## config.mk

```make
export PLATFORM = sky130hd
export DESIGN_NAME = reset_sequencer
export DESIGN_NICKNAME = d
export VERILOG_FILES = /design/src/rtl/reset_sequencer_pkg.sv /design/src/rtl/reset_sequencer_timer.sv /design/src/rtl/reset_sequencer.sv
export SDC_FILE = /design/constraint.sdc
export NUM_CORES = 1
export LEC_CHECK = 0
export BUFFER_PORTS_ARGS = -buffer_cell sky130_fd_sc_hd__buf_2
export CAP_MARGIN = 25
export CORE_MARGIN = 3
export CORE_UTILIZATION = 56
export DETAILED_ROUTE_END_ITERATION = 10
export PLACE_DENSITY = 0.79
export REMOVE_ABC_BUFFERS = 1
export SKIP_CTS_REPAIR_TIMING = 1
export SLEW_MARGIN = 40
export SYNTH_ARGS = -nofsm -noshare
export SYNTH_HDL_FRONTEND = slang
export SYNTH_HIERARCHICAL = 1
export SYNTH_SLANG_ARGS = --single-unit
```

## constraint.sdc

```tcl
create_clock -name clk -period 3.8 [get_ports clk]
set_input_delay 0.38 -clock clk [delete_from_list [all_inputs] [get_ports clk]]
set_output_delay 0.38 -clock clk [all_outputs]
set_load 0.02 [all_outputs]
```

## src/rtl/reset_sequencer_pkg.sv

```systemverilog
// -----------------------------------------------------------------------------
// rst_seq_pkg
//   Shared types and sizing helpers for the reset sequencer.
//   - rst_seq_state_t : sequencer FSM state encoding
//   - idx_width()     : width of a stage index (at least one bit)
//   - cnt_width()     : width of the shared hold/gap/timeout counter
// -----------------------------------------------------------------------------
package rst_seq_pkg;

  typedef enum logic [1:0] {
    ASSERT  = 2'd0,  // all stage resets held
    RELEASE = 2'd1,  // stage idx released, waiting for its ready or timeout
    GAP     = 2'd2,  // spacing before the next stage is released
    DONE    = 2'd3   // every stage released
  } rst_seq_state_t;

  function automatic int max3(input int a, input int b, input int c);
    int m;
    m = (a > b) ? a : b;
    return (m > c) ? m : c;
  endfunction

  // Largest terminal value is max-1, so clog2(max) bits always hold it.
  function automatic int cnt_width(input int hold, input int gap, input int tmo);
    int m;
    m = max3(hold, gap, tmo);
    return (m <= 1) ? 1 : $clog2(m);
  endfunction

  function automatic int idx_width(input int num_stages);
    return (num_stages <= 1) ? 1 : $clog2(num_stages);
  endfunction

endpackage

```

## src/rtl/reset_sequencer_timer.sv

```systemverilog
// -----------------------------------------------------------------------------
// rst_seq_timer
//   Clear/enable up-counter with a terminal-count compare.
//   Ports:
//     clk      : system clock, rising edge
//     i_clr    : synchronous clear (highest priority)
//     i_en     : count enable
//     i_tc_val : terminal value to compare against
//     o_tc     : high while the count equals i_tc_val
// -----------------------------------------------------------------------------
module rst_seq_timer #(
  parameter int W = 4
) (
  input  logic         clk,
  input  logic         i_clr,
  input  logic         i_en,
  input  logic [W-1:0] i_tc_val,
  output logic         o_tc
);

  logic [W-1:0] r_cnt;

  always_ff @(posedge clk) begin
    // NOTE: sequential state is always assigned with <= so every flop samples
    // the pre-edge values of its sources, independent of statement order.
    if (i_clr) begin
      r_cnt <= '0;
    end else if (i_en) begin
      r_cnt <= r_cnt + W'(1);
    end
  end

  assign o_tc = (r_cnt == i_tc_val);

endmodule

```

## src/rtl/reset_sequencer.sv

```systemverilog
// -----------------------------------------------------------------------------
// reset_sequencer
//   Drives ordered, stretched active-high resets to NUM_STAGES domains. All
//   stage resets are held for HOLD_CYCLES, then stages are released in index
//   order; each release waits for that stage's ready (or TIMEOUT_CYCLES) and
//   then GAP_CYCLES before the next stage goes.
//   Ports:
//     clk         : system clock, rising edge
//     reset       : synchronous active-high block reset, highest priority
//     sw_rst_req  : one-edge request to restart the whole sequence
//     stage_ready : per-stage release acknowledge, synchronous to clk
//     rst_out     : per-stage active-high reset (registered)
//     seq_busy    : sequence in progress (registered)
//     seq_done    : all stages released (registered)
//     timeout_err : sticky, some stage timed out (registered)
//     err_stage   : index of the most recent timed-out stage (registered)
//   Parameters must all be >= 1.
// -----------------------------------------------------------------------------
module reset_sequencer
  import rst_seq_pkg::*;
#(
  parameter int NUM_STAGES     = 4,
  parameter int HOLD_CYCLES    = 16,
  parameter int GAP_CYCLES     = 8,
  parameter int TIMEOUT_CYCLES = 64
) (
  input  logic                                clk,
  input  logic                                reset,
  input  logic                                sw_rst_req,
  input  logic [NUM_STAGES-1:0]               stage_ready,
  output logic [NUM_STAGES-1:0]               rst_out,
  output logic                                seq_busy,
  output logic                                seq_done,
  output logic                                timeout_err,
  output logic [idx_width(NUM_STAGES)-1:0]    err_stage
);

  localparam int IDX_W = idx_width(NUM_STAGES);
  localparam int CNT_W = cnt_width(HOLD_CYCLES, GAP_CYCLES, TIMEOUT_CYCLES);

  localparam logic [CNT_W-1:0] HOLD_TC  = CNT_W'(HOLD_CYCLES - 1);
  localparam logic [CNT_W-1:0] GAP_TC   = CNT_W'(GAP_CYCLES - 1);
  localparam logic [CNT_W-1:0] TMO_TC   = CNT_W'(TIMEOUT_CYCLES - 1);
  localparam logic [IDX_W-1:0] LAST_IDX = IDX_W'(NUM_STAGES - 1);

  rst_seq_state_t        r_state,       w_state_nxt;
  logic [IDX_W-1:0]      r_idx,         w_idx_nxt;
  logic [NUM_STAGES-1:0] r_rst_out,     w_rst_out_nxt;
  logic                  r_seq_busy,    w_seq_busy_nxt;
  logic                  r_seq_done,    w_seq_done_nxt;
  logic                  r_timeout_err, w_timeout_err_nxt;
  logic [IDX_W-1:0]      r_err_stage,   w_err_stage_nxt;

  logic                  w_cnt_clr;
  logic                  w_cnt_en;
  logic                  w_tc;
  logic [CNT_W-1:0]      w_tc_val;
  logic                  w_ready;

  // One-hot mask for a stage index; out-of-range indices give an empty mask,
  // which keeps indexing safe for any NUM_STAGES including 1.
  function automatic logic [NUM_STAGES-1:0] stage_bit(input int idx);
    logic [NUM_STAGES-1:0] m;
    m = '0;
    for (int i = 0; i < NUM_STAGES; i++) begin
      if (i == idx) m[i] = 1'b1;
    end
    return m;
  endfunction

  // Only the ready bit of the stage currently being released matters.
  assign w_ready = |(stage_ready & stage_bit(int'(r_idx)));

  // --------------------------------------------------------------------------
  // Shared counter: cleared on any restart and on every state change.
  // --------------------------------------------------------------------------
  assign w_cnt_clr = reset | sw_rst_req | (w_state_nxt != r_state);
  assign w_cnt_en  = (r_state != DONE);

  rst_seq_timer #(
    .W (CNT_W)
  ) u_timer (
    .clk      (clk),
    .i_clr    (w_cnt_clr),
    .i_en     (w_cnt_en),
    .i_tc_val (w_tc_val),
    .o_tc     (w_tc)
  );

  // --------------------------------------------------------------------------
  // Next-state and next-output logic
  // --------------------------------------------------------------------------
  always_comb begin
    // NOTE: every signal written here gets a default first, so no path leaves
    // a variable unassigned and no latch is inferred.
    w_state_nxt       = r_state;
    w_idx_nxt         = r_idx;
    w_rst_out_nxt     = r_rst_out;
    w_seq_busy_nxt    = r_seq_busy;
    w_seq_done_nxt    = r_seq_done;
    w_timeout_err_nxt = r_timeout_err;
    w_err_stage_nxt   = r_err_stage;
    w_tc_val          = HOLD_TC;

    unique case (r_state)
      ASSERT:  w_tc_val = HOLD_TC;
      RELEASE: w_tc_val = TMO_TC;
      GAP:     w_tc_val = GAP_TC;
      default: w_tc_val = HOLD_TC;
    endcase

    if (sw_rst_req) begin
      // Software restart outranks ready and terminal-count events this edge.
      w_state_nxt       = ASSERT;
      w_idx_nxt         = '0;
      w_rst_out_nxt     = '1;
      w_seq_busy_nxt    = 1'b1;
      w_seq_done_nxt    = 1'b0;
      w_timeout_err_nxt = 1'b0;
      w_err_stage_nxt   = '0;
    end else begin
      unique case (r_state)
        ASSERT: begin
          w_rst_out_nxt  = '1;
          w_seq_busy_nxt = 1'b1;
          if (w_tc) begin
            w_state_nxt   = RELEASE;
            w_rst_out_nxt = ~stage_bit(0);
          end
        end

        RELEASE: begin
          if (w_ready || w_tc) begin
            if (!w_ready) begin
              w_timeout_err_nxt = 1'b1;
              w_err_stage_nxt   = r_idx;
            end
            if (r_idx == LAST_IDX) begin
              w_state_nxt    = DONE;
              w_rst_out_nxt  = '0;
              w_seq_busy_nxt = 1'b0;
              w_seq_done_nxt = 1'b1;
            end else begin
              w_state_nxt = GAP;
            end
          end
        end

        GAP: begin
          if (w_tc) begin
            w_state_nxt   = RELEASE;
            w_idx_nxt     = r_idx + IDX_W'(1);
            w_rst_out_nxt = r_rst_out & ~stage_bit(int'(r_idx) + 1);
          end
        end

        DONE: begin
          w_rst_out_nxt  = '0;
          w_seq_busy_nxt = 1'b0;
          w_seq_done_nxt = 1'b1;
        end

        default: begin
          w_state_nxt    = ASSERT;
          w_idx_nxt      = '0;
          w_rst_out_nxt  = '1;
          w_seq_busy_nxt = 1'b1;
          w_seq_done_nxt = 1'b0;
        end
      endcase
    end
  end

  // --------------------------------------------------------------------------
  // State and output registers
  // --------------------------------------------------------------------------
  always_ff @(posedge clk) begin
    if (reset) begin
      r_state       <= ASSERT;
      r_idx         <= '0;
      r_rst_out     <= '1;
      r_seq_busy    <= 1'b1;
      r_seq_done    <= 1'b0;
      r_timeout_err <= 1'b0;
      r_err_stage   <= '0;
    end else begin
      r_state       <= w_state_nxt;
      r_idx         <= w_idx_nxt;
      r_rst_out     <= w_rst_out_nxt;
      r_seq_busy    <= w_seq_busy_nxt;
      r_seq_done    <= w_seq_done_nxt;
      r_timeout_err <= w_timeout_err_nxt;
      r_err_stage   <= w_err_stage_nxt;
    end
  end

  assign rst_out     = r_rst_out;
  assign seq_busy    = r_seq_busy;
  assign seq_done    = r_seq_done;
  assign timeout_err = r_timeout_err;
  assign err_stage   = r_err_stage;

endmodule

```

# Word-level counts from Yosys, hierarchy flattened
# Index checks and enable logic that the tools add are counted.
[op_classes]
n_addsub = 3
mul = 0
div_mod_pow = 0
n_lt_le_gt_ge = 0
n_eq_ne = 16
shifts = 0
n_mux = 37
bitwise_logic = 6
reduce_logical = 14
[ops]
columns = ["op", "n"]
rows = [
  ["logical NOT 32 bit", 1],
  ["2-to-1 mux 1 bit", 26],
  ["case mux 4 bit (4 select lines)", 1],
  ["2-to-1 mux 4 bit", 3],
  ["case mux 6 bit (2 select lines)", 1],
  ["AND reduction 3 bit", 4],
  ["bitwise AND 4 bit", 2],
  ["!= test 2 bit, second input constant", 4],
  ["adder 6 x 1 -> 6 bit, second input constant", 1],
  ["equality test 2 bit, second input constant", 3],
  ["equality test 2 x 3 -> 1 bit, first input constant", 2],
  ["equality test 6 bit", 1],
  ["2-to-1 mux 2 bit", 3],
  ["equality test 2 bit, first input constant", 2],
  ["logical NOT 2 bit", 2],
  ["NOT 4 bit", 1],
  ["case mux 2 bit (2 select lines)", 1],
  ["OR reduction 2 bit", 2],
  ["OR reduction 4 bit", 1],
  ["adder 2 x 1 -> 3 bit, second input constant", 1],
  ["equality test 1 x 3 -> 1 bit, first input constant", 1],
  ["case mux 1 bit (3 select lines)", 1],
  ["nonzero test 3 bit", 1],
  ["adder 2 x 1 -> 2 bit, second input constant", 1],
  ["9 further kinds", 10],
]
[totals]
register_bits = 19
latch_bits = 0
ram_bits = 0
mem_bits_ro = 0
inputBits = 7
output_inout_bits = 9
elab_cells = 84
memories = 0

# Logic depth before layout (Yosys ltp)
# Gate-level depths: netlist of the first run.
[depth]
word_depth = 10
mapped_depth = 11
mapped_depth_nobuf = 10

# By module
# The synthesis of the first run kept the hierarchy.
[modules_own_cells]
columns = ["module", "instances", "cells_each", "area_each_um2"]
rows = [
  ["reset_sequencer", 1, 77, 701.9],
  ["rst_seq_timer", 1, 32, 302.8],
]

# Worst setup path after synthesis of the first run
# No wires, ideal clock.
[synth_path]
path_type = "flip-flop to flip-flop"
start = "register r_state[1]"
end = "register u_timer.r_cnt[0]"
arrival_time_ns = 2.084
t_required_ns = 3.669
setup_slack_ns = 1.585
stages_incl_launch_ff = 12
n_path_buf = 1
cell_sequence = "dfxtp_1 buf_6 or2b_2 inv_1 xnor2_1 nand4_1 nor3_1 inv_1 nand2_1 nor2_1 o211ai_1 nor2_1"
[synth_via]
elab_chain_len = 9
elab_cells_between_ends = 14
[synth_lines]
columns = ["item", "line", "source"]
rows = [
  ["start, declared", "reset_sequencer.sv:46", "rst_seq_state_t r_state, w_state_nxt;"],
  ["start signal, assigned", "reset_sequencer.sv:187", "r_state <= w_state_nxt;"],
  ["equality test 2 bit or equality test 2 x 1 -> 1 bit (tied branches)", "reset_sequencer.sv:105", "unique case (r_state)"],
  ["case mux 6 bit (2 select lines) *", "reset_sequencer.sv:105", ""],
  ["net w_tc_val[4]", "reset_sequencer.sv:57", "logic [CNT_W-1:0] w_tc_val;"],
  ["equality test 6 bit *", "reset_sequencer_timer.sv:33", "assign o_tc = (r_cnt == i_tc_val);"],
  ["net w_tc", "reset_sequencer.sv:56", "logic w_tc;"],
  ["logical OR 1 bit", "reset_sequencer.sv:133", "if (w_ready || w_tc) begin"],
  ["2-to-1 mux 2 bit", "reset_sequencer.sv:133", ""],
  ["case mux 2 bit (2 select lines) *", "reset_sequencer.sv:122", "unique case (r_state)"],
  ["2-to-1 mux 2 bit *", "reset_sequencer.sv:112", "if (sw_rst_req) begin"],
  ["!= test 2 bit *", "reset_sequencer.sv:77", "assign w_cnt_clr = reset | sw_rst_req | (w_state_nxt != r_state);"],
  ["OR 1 bit *", "reset_sequencer.sv:77", ""],
  ["net w_cnt_clr", "reset_sequencer.sv:54", "logic w_cnt_clr;"],
  ["end signal, assigned", "reset_sequencer_timer.sv:29", "r_cnt <= r_cnt + W'(1);"],
  ["end, declared", "reset_sequencer_timer.sv:21", "logic [W-1:0] r_cnt;"],
]
# Mark *: on every way through the listed nets, which the timed path passes. The rest lies on a longest branch.
# A chain may end at the register's enable or synchronous reset.

# Worst setup path in the final report of the first run
[layout_path]
start = "register r_state[0]"
end = "register u_timer.r_cnt[4]"
# The elaborated chain is that of the path after synthesis.

==> impl_metrics.ini, run 1 <==
[grt]
grt_first_pass_wirelength_mm = 3.52
grt_max_degree = 14
track_usage_pct = 18.7
grt_pass1_vias = 795
antenna_found_initial = 0
grt-ovfl-total = 0

[drt]
drc = 0
wl_per_cell_um = 12.8
ant_nets = 0
num_vias = 810
viasPerCell = 5.36
wl_mm = 1.94
dr.first_iter.drc_count = 20
dr.pass1.iters = 5

[sta]
skew_ns = 0.00537
rsz0062_at_grt = no
timing_hold_violations_final = 0
drv_slew = 0
period_needed_ns = 2.79
fin_crit_sh_pct = 73.4
setup_viol = 0
clock.fmax_ghz = 0.359
slew_headroom_pct = 62.0
whs_ns = 0.462
finalSetupTns_ns = 0
worst_pin_slew_ns = 0.570

[die]
start_util_pct = 63.0
die_h_um = 48.4
core_area_sq_um = 1590
die-area_sq_um = 2340
die_w_um = 48.4
pin_count = 16
rows = 14

[yosys]
synth-edff-count = 0
synth_top_area_share_pct = 37.9
synth.top_cells.by_count = dfxtp_1 (19), nor2_1 (12), ha_1 (8), inv_1 (8), xnor2_1 (6)
yosysWarnings = 6
yosys.cell_count.top_type = dfxtp_1
syn_avg_cell_area_sq_um = 9.22
yosys.area.top_type = dfxtp_1
ys_seq_elements = 19
syn-instance-count = 109
synth.cell_area_sq_um = 1000
synthFlopType = dfxtp_1
async_flop_share_pct = 0
seq_area_frac_synth_pct = 37.9
synthTopCellsByArea = dfxtp_1 (38%), ha_1 (10%), xnor2_1 (5.2%)
ys_types = 33

[run]
cap_violations = 0

[hold_path]
hp-class = flop to flop

[layout]
layout.area.seq_sq_um = 380
multi_input_area_sq_um = 583
antenna_cells = 0
n_fill_cell = 132
areaGrowthSynthToFinish_pct = 12.1
drive_gt1_share_pct = 22.0
nNetsFinal = 143

[critical_path]
critPathKind = flop to flop
cp-start-kind = flop
cp.required_ns = 3.97
endpoint_kind = flop
path_max_fanout = 13
arrival_ns = 2.96

[place]
port_buffers = 15
dp_hpwl_mm = 1.49
place_congestion = 0.935

[power_and_ir_drop]
powerDensity_nw_per_um2 = 284
power_mw = 0.320
peakVddDrop_mv = 0.211
p_leak_nw = 0.482

[clock_tree]
clock_path_buffers = 2
cts_root_buf = clkbuf_4
htree_levels = 1
cts.sinks = 19
cts_buffers = 3
path_clk_slew_ns = 0.11
cts_tree = done
clk_latency_ns = 0.30

[status]
status = finished clean
-- cells by family (layout without fill, tap and decap cells) --
| family | after synthesis | after routing | synth area share [%] |
|---|---|---|---|
| simple gates | 33 | 33 | 17.6 |
| compound gates | 22 | 22 | 15.8 |
| flops | 19 | 19 | 37.9 |
| xor+xnor | 11 | 11 | 9.59 |
| buf+inv | 11 | 27 | 4.86 |
| fa+ha+maj | 8 | 8 | 9.96 |
| mux | 4 | 4 | 3.99 |
| other cells | 1 | 3 | 0.373 |
-- per-layer routing --
metal,up-vias,GRT usage (%),wire [um]
met4,0,8.06,37
met3,6,3.99,93
met2,24,28.9,850
met1,378,25.2,956
li1,402,-,-
met5,-,0,0
-- where the power goes --
group          internal [mW]  total [mW]  leakage, nW  switching [mW]
combinational        0.00675      0.0154        0.311         0.00863
clock                 0.0392       0.103       0.0177          0.0636
sequential             0.200       0.202        0.153         0.00158
-- critical path, cell delays in order (launching register included) --
cell and delay (ns):
dfxtp_1 0.54, or2b_2 0.37, inv_1 0.15, xnor2_1 0.14, nand4_1 0.11, nor3_1 0.40, inv_1 0.18, nand2_1 0.17
nor2_1 0.05, o211ai_1 0.43, nor2_1 0.12
-- cell usage in the layout, fill, tap and decap left out, drive strengths merged --
cell,count
a211o,4
nand2,5
a31oi,1
and2,1
a222oi,1
a21bo,1
a21oi,5
nor2,12
nand4,3
clkbuf,3
o21bai,1
o21ai,5
or3,1
buf,15
inv,8
a2bb2oi,1
nor3,2
conb,3
or2b,1
nand4b,1
nand2b,2
a21o,1
xor2,5
o211ai,1
or2,2
dfxtp,19
nor3b,3
xnor2,6
ha,8
clkinv,1
o31ai,1
mux2i,4
-- flip-flops by register name, indices dropped and copies added (netlist names) --
name and cells:
u_timer/r_cnt 6, r_state 2, r_idx 2, err_stage 2, seq_busy 1, rst_out 4
timeout_err 1, seq_done 1
-- stage by stage --
step / cell area (sq um) / instances / utilization, % / setup WS [ns]
finish: 1130 / 151 / 70.6 / 1.01
floorplan: 993 / 108 / - / 1.51
CTS: 1130 / 151 / 70.6 / 1.08
global route: 1130 / 151 / 70.6 / 0.689
global placement: 1100 / 147 / 68.9 / 1.25
detailed placement: 1100 / 147 / 68.9 / 1.10
-- final timing paths --
kind / start / end / slack (ns) / cells past startpoint
max: r_state[0] / u_timer/r_cnt[4] / 1.01 / 10
min: timeout_err / timeout_err / 0.46 / 2
max reg2reg: r_state[0] / u_timer/r_cnt[4] / 1.01 / 10
min reg2reg: timeout_err / timeout_err / 0.46 / 2
-- layout make-up --
cell class / count / share of cell area, %
Timing Repair Buffer: 15 / 6.67
Inverter: 8 / 2.67
Multi-Input combinational cell: 81 / 51.8
Tap cell: 24 / 2.67
Clock inverter: 1 / 0.444
Sequential cell: 19 / 33.8
Clock buffer: 3 / 2.00
Note: power is estimated with default switching activity, not from simulation.
==> inputs of run 2 (changes only) <==
--- a/config.mk
+++ b/config.mk
@@ -8,9 +8,9 @@
 export BUFFER_PORTS_ARGS = -buffer_cell sky130_fd_sc_hd__buf_2
 export CAP_MARGIN = 25
 export CORE_MARGIN = 3
-export CORE_UTILIZATION = 56
+export CORE_UTILIZATION = 54
 export DETAILED_ROUTE_END_ITERATION = 10
-export PLACE_DENSITY = 0.79
+export PLACE_DENSITY = 0.77
 export REMOVE_ABC_BUFFERS = 1
 export SKIP_CTS_REPAIR_TIMING = 1
 export SLEW_MARGIN = 40
==> constraint.sdc (replaced) <==
create_clock -name clk -period 2.8 [get_ports clk]
set_input_delay 0.28 -clock clk [delete_from_list [all_inputs] [get_ports clk]]
set_output_delay 0.28 -clock clk [all_outputs]
set_load 0.02 [all_outputs]
==> impl_metrics.ini, run 2 (same netlist as run 1, synthesis figures left out) <==
[status]
status = finished clean

[grt]
antenna_found_initial = 0
grt_max_degree = 13
track_usage_pct = 17.3
met3_usage_pct = 6.42
grt_first_pass_wirelength_mm = 3.39
grt_pass1_vias = 763
busiest_layer = met2
grt-ovfl-total = 0
grt_use_met1_pct = 24.3
met2_usage_pct = 25.4

[sta]
skew_ns = 0.00656
clock.fmax_ghz = 0.424
setup_viol = 0
drv_slew = 0
finalSetupTns_ns = 0
timing_hold_violations_final = 0
period_needed_ns = 2.36
slew_headroom_pct = 66.4
worst_pin_slew_ns = 0.504
finalWorstSetupSlack_ns = 0.442
fin_crit_sh_pct = 84.2
rsz0062_at_grt = no

[die]
rows = 14
die_w_um = 49.1
start_util_pct = 61.7
core_area_sq_um = 1630
die_h_um = 49.1
die-area_sq_um = 2410
pin_count = 16

[critical_path]
critPathKind = flop to flop
cpPeakStageDelay_ns = 0.41
cp.depth = 10
crit_end = u_timer/r_cnt[4]
cp-start-kind = flop
cp_top_family = simple AND/OR/NAND/NOR gates
critPathBufInv = 2
regToRegStartpoint = r_state[1]
cp_cell_sequence = or2b_2 -> inv_1 -> xnor2_1 -> nand4_1 -> nor3_1 -> inv_1 -> nand2_1 -> nor2_1 -> o211ai_1 -> nor2_1
arrival_ns = 2.53
crit_slowest_cell = o211ai_1
cp-startpoint = r_state[1]
endpoint_kind = flop
reg2reg_depth = 10
cp.required_ns = 2.98
timing.rr.end = u_timer/r_cnt[4]
path_max_fanout = 9
r2r_slack_ns = 0.44

[place]
pre_cts_slack_ns = 0.462
dp_hpwl_mm = 1.42
place_congestion = 0.859
port_buffers = 15

[drt]
wl_per_cell_um = 12.0
wl_mm = 1.84
dr.first_iter.drc_count = 33
num_vias = 768
drc = 0
viasPerCell = 5.02
dr.pass1.iters = 4
ant_nets = 0

[clock_tree]
htree_levels = 1
clk_latency_ns = 0.30
clock_path_buffers = 2
cts_buffers = 3
cts.sinks = 19
path_clk_slew_ns = 0.11
cts_tree = done
cts_root_buf = clkbuf_4

[layout]
n_fill_cell = 151
areaGrowthSynthToFinish_pct = 13.6
nNetsFinal = 145
mostFrequentLayoutCells = dfxtp_1 (19), buf_2 (15), nor2_1 (12)
largest_reg_flops = 6
post-route-util_pct = 70.0
antenna_cells = 0
final_common_cell = dfxtp_1
regMostFlops = u_timer/r_cnt
multi_input_area_sq_um = 583
drive_gt1_share_pct = 23.3
layout.area.seq_sq_um = 380

[power_and_ir_drop]
seqPwrFrac_pct = 63.5
powerDensity_nw_per_um2 = 377
pwr-share-clk_pct = 31.8
switching_power_mw = 0.0968
switching_share_pct = 22.5
intPower_mw = 0.334
p_leak_nw = 0.493
p_comb_share_pct = 4.7
peakVddDrop_mv = 0.432

[hold_path]
hp-class = input port to flop

[run]
cap_violations = 0
[run 2: changes by cell type in the layout (fill, tap and decap cells not counted)]
cell,delta
buf_4,+2
[run 2: worst min-delay path, cell delays in order]
cell and delay (ns):
buf_2 0.08, or2_2 0.21, a21oi_1 0.05
[run 2: worst min path at each step]
stage / slack [ns] / startpoint / depth (start not counted) / end
after global routing: 0.40 / sw_rst_req / 3 / timeout_err
after detailed placement: 0.43 / timeout_err / 2 / timeout_err
after CTS: 0.37 / sw_rst_req / 3 / timeout_err
final: 0.37 / sw_rst_req / 3 / timeout_err
after floorplan: 0.47 / u_timer/r_cnt[5] / 2 / u_timer/r_cnt[5]
after global placement: 0.43 / timeout_err / 2 / timeout_err
[run 2: metal layers]
metal	up-vias	share of wire, %	wire, um
met3	2	5.9	108
met2	17	43	786
li1	407	-	-
met4	0	0.33	6
met5	-	0	0
met1	342	51	942
[run 2: cell type report]
cell class                      count  share of cell area, %
Sequential cell                    19                   33.3
Clock buffer                        3                   1.97
Timing Repair Buffer               17                   7.89
Tap cell                           24                   2.63
Inverter                            8                   2.63
Clock inverter                      1                  0.439
Multi-Input combinational cell     81                   51.1
[run 2: metrics by stage]
stage | instances | hold slack, ns | cell area (sq um) | total power [mW]
4_1_cts | 153 | 0.373 | 1140 | 0.436
3_3_place_gp | 149 | 0.433 | 1110 | 0.300
6_report | 153 | 0.369 | 1140 | 0.431
5_1_grt | 153 | 0.397 | 1140 | 0.453
2_1_floorplan | 108 | 0.470 | 993 | 0.292
3_5_place_dp | 149 | 0.433 | 1110 | 0.300
[run 2: power by group through the flow]
stage	clock, mW	combinational (mW)	sequential [mW]
floorplan	0	0.0128	0.279
global placement	0	0.0202	0.280
detailed placement	0	0.0202	0.280
CTS	0.142	0.0203	0.274
global route	0.155	0.0232	0.274
finish	0.137	0.0200	0.274
